File: src/rtl/truth_table_sweeper_pkg.sv
// Shared types for the truth-table sweeper and its bench scoreboard.
package truth_table_sweeper_pkg;

  typedef enum logic [1:0] {
    StIdle,
    StSettle,
    StSample,
    StDone
  } state_e;

  // Combination index {in1, in2, in3}.
  typedef logic [2:0] idx_t;

  // Combination 0 lands in the MSB of the table ID.
  function automatic logic [2:0] table_bit_pos(idx_t idx);
    return 3'd7 - idx;
  endfunction

endpackage

File: src/rtl/truth_table_sweeper_stability_detector.sv
// Synchronises the gate output and decides when a response bit is stable or has timed out.
module truth_table_sweeper_stability_detector #(
  parameter int unsigned STABLE_SAMPLES = 4,
  parameter int unsigned TIMEOUT_CYCLES = 64
) (
  input  logic i_clk,
  input  logic i_rst_n,
  input  logic i_dut_out,
  input  logic i_active,
  output logic o_accept,
  output logic o_timeout,
  output logic o_value
);

  localparam int unsigned RunW = $clog2(STABLE_SAMPLES + 1);
  localparam int unsigned TmoW = $clog2(TIMEOUT_CYCLES + 1);

  logic            r_sync1;
  logic            r_sync2;
  logic            r_prev;
  logic [RunW-1:0] r_run;
  logic [TmoW-1:0] r_tmo;
  logic [RunW-1:0] w_run_next;
  logic [TmoW-1:0] w_tmo_next;

  // Two-flop synchroniser plus one-cycle history of the synchronised value.
  always_ff @(posedge i_clk or negedge i_rst_n) begin
    if (!i_rst_n) begin
      r_sync1 <= 1'b0;
      r_sync2 <= 1'b0;
      r_prev  <= 1'b0;
    end else begin
      r_sync1 <= i_dut_out;
      r_sync2 <= r_sync1;
      r_prev  <= r_sync2;
    end
  end

  // Next run length and elapsed sample-phase cycles.
  always_comb begin
    w_run_next = (r_sync2 == r_prev) ? r_run + RunW'(1) : RunW'(1);
    w_tmo_next = r_tmo + TmoW'(1);
  end

  // Acceptance has priority over a timeout landing on the same cycle.
  assign o_accept  = i_active && (w_run_next == RunW'(STABLE_SAMPLES));
  assign o_timeout = i_active && !o_accept && (w_tmo_next == TmoW'(TIMEOUT_CYCLES));
  assign o_value   = r_sync2;

  // Counters run only in the sample phase and clear on leaving it, so they never wrap.
  always_ff @(posedge i_clk or negedge i_rst_n) begin
    if (!i_rst_n) begin
      r_run <= '0;
      r_tmo <= '0;
    end else if (!i_active || o_accept || o_timeout) begin
      r_run <= '0;
      r_tmo <= '0;
    end else begin
      r_run <= w_run_next;
      r_tmo <= w_tmo_next;
    end
  end

endmodule

File: src/rtl/truth_table_sweeper.sv
// Sweeps a 3-input gate through all 8 combinations and checks its measured truth-table ID.
module truth_table_sweeper
  import truth_table_sweeper_pkg::*;
#(
  parameter int unsigned SETTLE_CYCLES  = 16,
  parameter int unsigned STABLE_SAMPLES = 4,
  parameter int unsigned TIMEOUT_CYCLES = 64,
  parameter logic [7:0]  EXPECTED_ID    = 8'h1E
) (
  input  logic       i_clk,
  input  logic       i_rst_n,
  input  logic       i_start,
  input  logic       i_abort,
  input  logic       i_dut_out,
  output logic       o_in1,
  output logic       o_in2,
  output logic       o_in3,
  output logic       o_busy,
  output logic       o_done,
  output logic [7:0] o_table_id,
  output logic [7:0] o_unstable_mask,
  output logic       o_pass
);

  localparam int unsigned SetW = $clog2(SETTLE_CYCLES + 1);

  state_e          r_state;
  idx_t            r_idx;
  logic [SetW-1:0] r_settle;
  logic            r_busy;
  logic            r_done;
  logic [7:0]      r_table;
  logic [7:0]      r_mask;
  logic            r_pass;

  logic       w_active;
  logic       w_accept;
  logic       w_timeout;
  logic       w_value;
  logic [2:0] w_pos;
  logic [7:0] w_table_upd;
  logic [7:0] w_mask_upd;

  assign w_active = (r_state == StSample);

  truth_table_sweeper_stability_detector #(
    .STABLE_SAMPLES(STABLE_SAMPLES),
    .TIMEOUT_CYCLES(TIMEOUT_CYCLES)
  ) u_stability_detector (
    .i_clk    (i_clk),
    .i_rst_n  (i_rst_n),
    .i_dut_out(i_dut_out),
    .i_active (w_active),
    .o_accept (w_accept),
    .o_timeout(w_timeout),
    .o_value  (w_value)
  );

  // Table and mask as they will look once the current combination is resolved.
  always_comb begin
    w_pos       = table_bit_pos(r_idx);
    w_table_upd = r_table;
    w_mask_upd  = r_mask;
    if (w_accept) begin
      w_table_upd[w_pos] = w_value;
    end else if (w_timeout) begin
      w_table_upd[w_pos] = 1'b0;
      w_mask_upd[w_pos]  = 1'b1;
    end
  end

  // Sweep FSM with registered outputs; abort always wins over progress.
  always_ff @(posedge i_clk or negedge i_rst_n) begin
    if (!i_rst_n) begin
      r_state  <= StIdle;
      r_idx    <= '0;
      r_settle <= '0;
      r_busy   <= 1'b0;
      r_done   <= 1'b0;
      r_table  <= '0;
      r_mask   <= '0;
      r_pass   <= 1'b0;
    end else begin
      r_done <= 1'b0;
      unique case (r_state)
        StIdle: begin
          if (i_start && !i_abort) begin
            r_table  <= '0;
            r_mask   <= '0;
            r_pass   <= 1'b0;
            r_idx    <= '0;
            r_settle <= '0;
            r_busy   <= 1'b1;
            r_state  <= StSettle;
          end
        end
        StSettle: begin
          if (i_abort) begin
            r_state  <= StIdle;
            r_busy   <= 1'b0;
            r_idx    <= '0;
            r_settle <= '0;
            r_pass   <= 1'b0;
          end else if (r_settle == SetW'(SETTLE_CYCLES - 1)) begin
            r_settle <= '0;
            r_state  <= StSample;
          end else begin
            r_settle <= r_settle + SetW'(1);
          end
        end
        StSample: begin
          if (i_abort) begin
            r_state  <= StIdle;
            r_busy   <= 1'b0;
            r_idx    <= '0;
            r_settle <= '0;
            r_pass   <= 1'b0;
          end else if (w_accept || w_timeout) begin
            r_table <= w_table_upd;
            r_mask  <= w_mask_upd;
            if (r_idx == 3'd7) begin
              r_state <= StDone;
              r_done  <= 1'b1;
              r_busy  <= 1'b0;
              r_idx   <= '0;
              r_pass  <= (w_table_upd == EXPECTED_ID) && (w_mask_upd == 8'h00);
            end else begin
              r_idx   <= r_idx + 3'd1;
              r_state <= StSettle;
            end
          end
        end
        StDone: begin
          r_state <= StIdle;
        end
        default: begin
          r_state <= StIdle;
        end
      endcase
    end
  end

  assign o_in1           = r_idx[2];
  assign o_in2           = r_idx[1];
  assign o_in3           = r_idx[0];
  assign o_busy          = r_busy;
  assign o_done          = r_done;
  assign o_table_id      = r_table;
  assign o_unstable_mask = r_mask;
  assign o_pass          = r_pass;

endmodule

File: config.mk
export PLATFORM = sky130hd
export DESIGN_NAME = truth_table_sweeper
export DESIGN_NICKNAME = d
export VERILOG_FILES = /design/src/rtl/truth_table_sweeper_pkg.sv /design/src/rtl/truth_table_sweeper_stability_detector.sv /design/src/rtl/truth_table_sweeper.sv
export SDC_FILE = /design/constraint.sdc
export NUM_CORES = 1
export LEC_CHECK = 0
export ABC_AREA = 0
export CORE_MARGIN = 2
export CORE_UTILIZATION = 26
export DETAILED_ROUTE_END_ITERATION = 8
export MAX_ROUTING_LAYER = met4
export PLACE_DENSITY = 0.52
export SLEW_MARGIN = 20
export SYNTH_ARGS = -nofsm -noshare
export SYNTH_HDL_FRONTEND = slang
export SYNTH_SLANG_ARGS = --single-unit
File: constraint.sdc
create_clock -name i_clk -period 1.9 [get_ports i_clk]
set_input_delay 0.475 -clock i_clk [delete_from_list [all_inputs] [get_ports i_clk]]
set_output_delay 0.475 -clock i_clk [all_outputs]
set_load 0.05 [all_outputs]
; After elaboration in Yosys (flattened, before gate mapping)
; Index checks and enable logic that the tools add are counted.
[totals]
reg_bits = 42
latch_bits = 0
ram_bits = 0
romBits = 0
in_bits = 5
word_cells = 111
n_memories = 0
[classes]
n_addsub = 5
multipliers = 0
div = 0
order_cmp = 2
n_eq_ne = 17
n_shift = 0
n_mux = 50
bitwise = 3
reduce_logical = 21
[ops]
columns = op, count
row1 = $mux 8, 9
row2 = $pmux 8 s2, 2
row3 = $mux 3, 7
row4 = $mux 5, 4
row5 = $pmux 5 s3, 1
row6 = $mux 1, 14
row7 = $mux 2, 6
row8 = $ne 2x2->1 const B, 5
row9 = $ne 3x3->1 const B, 3
row10 = $pmux 3 s3, 1
row11 = $and 8x8->8, 1
row12 = $bwmux 8, 1
row13 = $eq 8x5->1 const B, 1
row14 = $logic_not 8->1, 1
row15 = $not 8->8, 1
row16 = $or 8x8->8, 1
row17 = $pmux 2 s4, 1
row18 = $reduce_and 4->1, 2
row19 = $add 7x1->7 const B, 1
row20 = $eq 7x7->1 const B, 1
row21 = $mux 7, 1
row22 = $add 3x1->3 const B, 2
row23 = $eq 3x3->1 const B, 2
row24 = $logic_and 1x1->1, 6
row25 = 17 further kinds, 24

; Longest topological paths before layout
; Gate-level depths: netlist of run 1.
[logic_depth]
depth_word = 15
ltp_mapped = 9
mapped_depth_nobuf = 8

; Hierarchy
; From an unflattened synthesis of run 1, not the netlist that was laid out.
[hier_totals]
hier_cells = 243
hier_area_um2 = 2321.0
[by_module_without_submodules]
columns = module, instances, cells_each, area_each_um2, seq_area_each_um2
row1 = truth_table_sweeper, 1, 193, 1731.7, 725.7
row2 = truth_table_sweeper_stability_detector, 1, 50, 589.3, 325.3

; Worst setup path after synthesis of run 1
; Ideal clock, no wire load.
[synth_path]
path_kind = flip-flop to flip-flop
from = register r_idx[1]
to = register r_pass (netlist: o_pass)
setup_time_ps = 65
t_arrival_ps = 2114
required_time_ps = 1835
slack_ps = -279
stages_incl_launch_ff = 8
period_less_slack_ps = 2179
path_cell_list = dfrtp_1 buf_2 nand2_1 nor2_1 a31oi_1 or4b_1 a211oi_2 a31o_1
[synth_via]
elab_chain_cells = 15
elab_cells_between_ends = 24
cone_classes = 1 x add/sub / 2 x order compare / 3 x eq/ne / 11 x mux / 3 x bitwise / 4 x reduce/logical
[synth_rtl]
columns = element, line_no
row1 = from (decl), truth_table_sweeper.sv:28  ; idx_t r_idx;
row2 = from (signal assigned), truth_table_sweeper.sv:128  ; r_idx <= r_idx + 3'd1;
row3 = $sub 3x3->3, truth_table_sweeper_pkg.sv:16  ; return 3'd7 - idx;
row4 = $lt 3x4->1 (not written as such) or $ge 3x1->1 (tied branches), "truth_table_sweeper.sv:65, truth_table_sweeper.sv:67, truth_table_sweeper.sv:68"
row5 = $logic_and 1x1->1 (not written as such), "truth_table_sweeper.sv:65, truth_table_sweeper.sv:67, truth_table_sweeper.sv:68"
row6 = $mux 1 (not written as such), "truth_table_sweeper.sv:65, truth_table_sweeper.sv:67, truth_table_sweeper.sv:68"
row7 = $demux 1 s3, "truth_table_sweeper.sv:65, truth_table_sweeper.sv:67, truth_table_sweeper.sv:68"
row8 = $not 8->8 (no line), -
row9 = $and 8x8->8 (no line), -
row10 = $mux 8, truth_table_sweeper.sv:66  ; end else if (w_timeout) begin
row11 = $mux 8, truth_table_sweeper.sv:64  ; if (w_accept) begin
row12 = $eq 8x5->1, truth_table_sweeper.sv:126  ; r_pass <= (w_table_upd == EXPECTED_ID) && (w_mask_upd == 8'h00);
row13 = $logic_and 1x1->1, truth_table_sweeper.sv:126
row14 = $mux 1, truth_table_sweeper.sv:121  ; if (r_idx == 3'd7) begin
row15 = $mux 1, truth_table_sweeper.sv:118  ; end else if (w_accept || w_timeout) begin
row16 = $mux 1, truth_table_sweeper.sv:112  ; if (i_abort) begin
row17 = $pmux 1 s3, truth_table_sweeper.sv:85  ; unique case (r_state)
row18 = to (signal assigned), truth_table_sweeper.sv:126
row19 = to (decl), truth_table_sweeper.sv:34  ; logic r_pass;
; Parallel ways exist; a longest one is shown, timed or not. The select of a mux whose other input is x is not followed.
; A chain may end at the register's enable or synchronous reset.

; Final worst setup path of run 1
[layout_path]
from = register u_stability_detector.r_run[1]
to = register r_pass (netlist: o_pass)
[layout_via]
elab_chain_cells = 15
elab_cells_between_ends = 21
cone_classes = 1 x add/sub / 3 x eq/ne / 9 x mux / 8 x reduce/logical
[layout_rtl]
columns = element, line_no
row1 = from (decl), truth_table_sweeper_stability_detector.sv:21  ; logic [RunW-1:0] r_run;
row2 = from (signal assigned), truth_table_sweeper_stability_detector.sv:59  ; r_run <= w_run_next;
row3 = $add 3x1->3 (*), truth_table_sweeper_stability_detector.sv:41  ; w_run_next = (r_sync2 == r_prev) ? r_run + RunW'(1) : RunW'(1);
row4 = $mux 3 (*), truth_table_sweeper_stability_detector.sv:41
row5 = $eq 3x3->1 (*), truth_table_sweeper_stability_detector.sv:46  ; assign o_accept = i_active && (w_run_next == RunW'(STABLE_SAMPLES));
row6 = $logic_and 1x1->1 (*), truth_table_sweeper_stability_detector.sv:46
row7 = $logic_not 1->1, truth_table_sweeper_stability_detector.sv:47  ; assign o_timeout = i_active && !o_accept && (w_tmo_next == TmoW'(TIMEOUT_CYCLES));
row8 = $logic_and 1x1->1 (2 in series), truth_table_sweeper_stability_detector.sv:47
row9 = $mux 8, truth_table_sweeper.sv:66
row10 = $mux 8, truth_table_sweeper.sv:64
row11 = $eq 8x5->1 or $logic_not 8->1 (tied branches), truth_table_sweeper.sv:126
row12 = $logic_and 1x1->1, truth_table_sweeper.sv:126
row13 = $mux 1, truth_table_sweeper.sv:121
row14 = $mux 1, truth_table_sweeper.sv:118
row15 = $mux 1, truth_table_sweeper.sv:112
row16 = $pmux 1 s3, truth_table_sweeper.sv:85
; Every way passes the cells marked *; elsewhere a longest branch is shown, timed or not. The select of a mux whose other input is x is not followed.

==> results.yml, run 1 <==
global_route:
  grt_antenna_before_repair: 0
  grt_start_max_net_pins: 23
  grt_pass1_wl_um: 11600
  gr-total-overflow: 0
  grt_usage: 0.152
  grt_pass1_vias: 2315
timing:
  fin_ws_ns: -0.0854
  tightest_slew_ns: 0.536
  setup_tns_ns: -0.0863
  setup_viol_count_final: 2
  hold_viol: 0
  slew_violations: 0
  rsz0062_at_grt: "yes"
  clock_skew_ns: 0.0106
  fin_crit_sh: 1.04
  period_minus_slack_ns: 1.99
  relSlewSlack: 0.643
  fmax_ghz: 0.504
worst_hold_path:
  min_path_type: "input pin to asynchronous set/reset pin"
worst_setup_path:
  cp-end-kind: "register"
  critPathMaxFanout: 3
  critPathLaunchType: "register"
  worstSetupPathDepth: 7
  setup.worst_path.class: "register to register"
  cp_slowest_cell: "or4b_1"
  cpPeakStageDelay_ns: 0.49
  crit_path_cell_trace: "ha_4, nor2b_4, and4_4, a31oi_1, or4b_1, a211oi_2, a31o_1"
  path_buf_inv: 0
  rr_worst_depth: 7
  critPathRequiredTime_ns: 2.14
  cp_data_arrival_time_ns: 2.23
  cp_top_family: "simple AND/OR/NAND/NOR gates"
yosys:
  syn-num-nets: 273
  avgSynthCellArea_sq_um: 9.31
  synth_top_cell_area_share: 0.438
  seq_area_frac_synth: 0.438
  syn_area_sq_um: 2400
  async_flop_share: 1.00
  netlist_instances: 258
  synth_seq_cells: 42
  ys_top_cells_by_area: "dfrtp_1 (44%), ha_1 (5.2%), nand2_1 (4.4%)"
  synth-edff-count: 0
  synth_area_leader_cell: "dfrtp_1"
  yosysWarningCount: 0
  synthFlopType: "dfrtp_1"
  synth_cell_types: 53
layout:
  num-fill-cells: 917
  synthToLayoutAreaGrowth_pct: 54.7
  final_net_count: 364
  final_cell_area_sq_um: 3720
  n_antenna_cell: 0
  final_core_util: 0.408
  post_route_cells_drive_above_1_share: 0.457
floorplan:
  dieWidth_um: 100
  pin_count: 27
  dieArea_sq_um: 10000
  core-area_sq_um: 9110
  initial_core_util: 0.264
  die_h_um: 100
  rows: 35
clock_tree:
  htreeDepth: 2
  hold_buffers: 0
  cts_tree: "done"
  cts_num_sinks: 42
  cts.path.max_buffers: 2
  clock_latency_ns: 0.30
  cts_root_buf: "clkbuf_8"
  cts_buffers: 5
  clk_pin_slew_ns: 0.09
placed_design:
  place.gp.congestion: 0.848
  dpl_cell_area_sq_um: 3200
  numPortBuffers: 26
  place_hpwl_um: 5160
routing:
  drc: 0
  routed.top_layer: "met4"
  wl_met3_um: 211
  wl_met1_um: 3390
  ant_nets: 0
  drtIter0Drc: 130
  num_vias: 2261
  viasPerCell: 4.90
  wl_met2_um: 3420
  drt-total-wl_um: 7080
  wl_per_cell_um: 15.4
  firstDrtPassIters: 4
run_status:
  violations: "setup timing"
  status: "finished, violations left"
power:
  peakVddDrop_uv: 592
  p_leak_nw: 1.69
  power_per_cell_area_nw_per_um2: 805
flow_run:
  maxCapViolCount: 0
## synthesized netlist by cell type, types with 3 or more instances
cell	number
dfrtp_1	42
nand2_1	28
nor2_1	27
a21oi_1	16
nand3_1	12
o21ai_0	11
ha_1	10
nor3_1	8
and3_1	7
inv_1	7
a211o_1	6
mux2i_1	6
nor2b_1	6
nand2b_1	5
nor4_1	5
clkbuf_1	4
o211ai_1	4
xnor2_1	4
xor2_1	4
and2_1	3
buf_2	3
nor3b_1	3
## registers in the layout (all words and copies together), names as in the netlist
signal                        count
r_idx                             3
u_stability_detector.o_value      1
o_busy                            1
u_stability_detector.r_prev       1
o_pass                            1
o_done                            1
u_stability_detector.r_sync1      1
r_state                           2
r_settle                          5
u_stability_detector.r_tmo        7
o_table_id                        8
u_stability_detector.r_run        3
o_unstable_mask                   8
## stage by stage
step / hold slack [ns] / worst slack [ns] / total power [W] / instances
2_1_floorplan: 0.179 / -0.0735 / 0.00170 / 258
3_3_place_gp: 0.335 / -0.366 / 0.00219 / 444
3_5_place_dp: 0.342 / -0.411 / 0.00220 / 444
4_1_cts: 0.154 / -0.103 / 0.00290 / 459
5_1_grt: 0.171 / -0.157 / 0.00321 / 461
6_report: 0.146 / -0.0854 / 0.00299 / 461
## cell type report
cell class | count | area (sq um) | share of cell area
flip-flops and latches | 42 | 1060 | 0.285
inverters | 7 | 26.3 | 0.00707
repair buffers | 92 | 777 | 0.209
clock inverters | 3 | 21.3 | 0.00572
clock buffers | 5 | 68.8 | 0.0185
multi-input cells | 201 | 1630 | 0.437
well taps | 111 | 139 | 0.0374
## final timing paths
kind	end	slack, ns	startpoint
max reg2reg	o_pass$_DFFE_PN0P_	-0.09	u_stability_detector.r_run[1]$_DFF_PN0_
min reg2reg	u_stability_detector.o_value$_DFF_PN0_	0.36	u_stability_detector.r_sync1$_DFF_PN0_
max	o_pass$_DFFE_PN0P_	-0.09	u_stability_detector.r_run[1]$_DFF_PN0_
min in group i_clk	u_stability_detector.o_value$_DFF_PN0_	0.36	u_stability_detector.r_sync1$_DFF_PN0_
max in group asynchronous	u_stability_detector.r_tmo[2]$_DFF_PN0_	1.23	i_rst_n
min	o_pass$_DFFE_PN0P_	0.15	i_rst_n
## timing repair
item	in CTS	in global routing
endpoints found under the setup margin	21	29
resized for setup	30	46
pin swaps	11	21
buffers inserted	7	2
## cells by family (layout without fill, tap and decap cells)
family / after synthesis / in the layout / synth area share
AO/OA/AOI/OAI: 56 / 56 / 0.165
XOR/XNOR: 8 / 8 / 0.0292
adder cells (fa/ha/maj): 10 / 10 / 0.0521
buffers and inverters: 15 / 107 / 0.0266
flip-flops: 42 / 42 / 0.438
multiplexers: 8 / 8 / 0.0344
AND/OR/NAND/NOR: 119 / 119 / 0.255
## layout by cell type (no fill, tap or decap), types with 3 or more instances in the layout
master	instances
ha_1	4
clkbuf_8	5
dfrtp_2	7
a21oi_1	10
buf_12	3
nand2b_1	3
nor4_1	3
nor2b_1	5
nor2_2	3
nand2_1	27
a21oi_2	6
o211ai_1	4
xor2_1	3
a211o_1	6
dfrtp_1	35
nand3_2	6
mux2i_1	6
ha_4	4
inv_1	6
xnor2_1	3
nor3_1	6
o21ai_4	3
o21ai_0	10
nand3_1	7
buf_4	74
buf_6	11
nor2_1	23
and3_1	6
## per-layer routing
metal | global-route usage | up-vias
met4 | 0.0390 | 0
met2 | 0.246 | 31
li1 | - | 1115
met3 | 0.0230 | 4
met5 | - | -
met1 | 0.200 | 1111
## where the power goes
part           internal (W)  switching, W  total (W)
combinational      0.000644      0.000707    0.00135
clock              0.000259      0.000330   0.000589
sequential         0.000971     0.0000837    0.00106
total               0.00187       0.00112    0.00299
No activity file was read; power rests on OpenSTA's default activity.
==> run 2, diff against run 1 <==
Settings changed: HOLD_SLACK_MARGIN set to 0.15.
==> results of run 2 <==
Same layout as run 1: the final DEF is identical, and so are final timing and power.
==> run 3, diff against run 2 <==
Settings changed: CAP_MARGIN set to 20, HOLD_SLACK_MARGIN 0.15 to unset.
==> results of run 3 <==
Same layout as run 1: the final DEF is identical, and so are final timing and power.
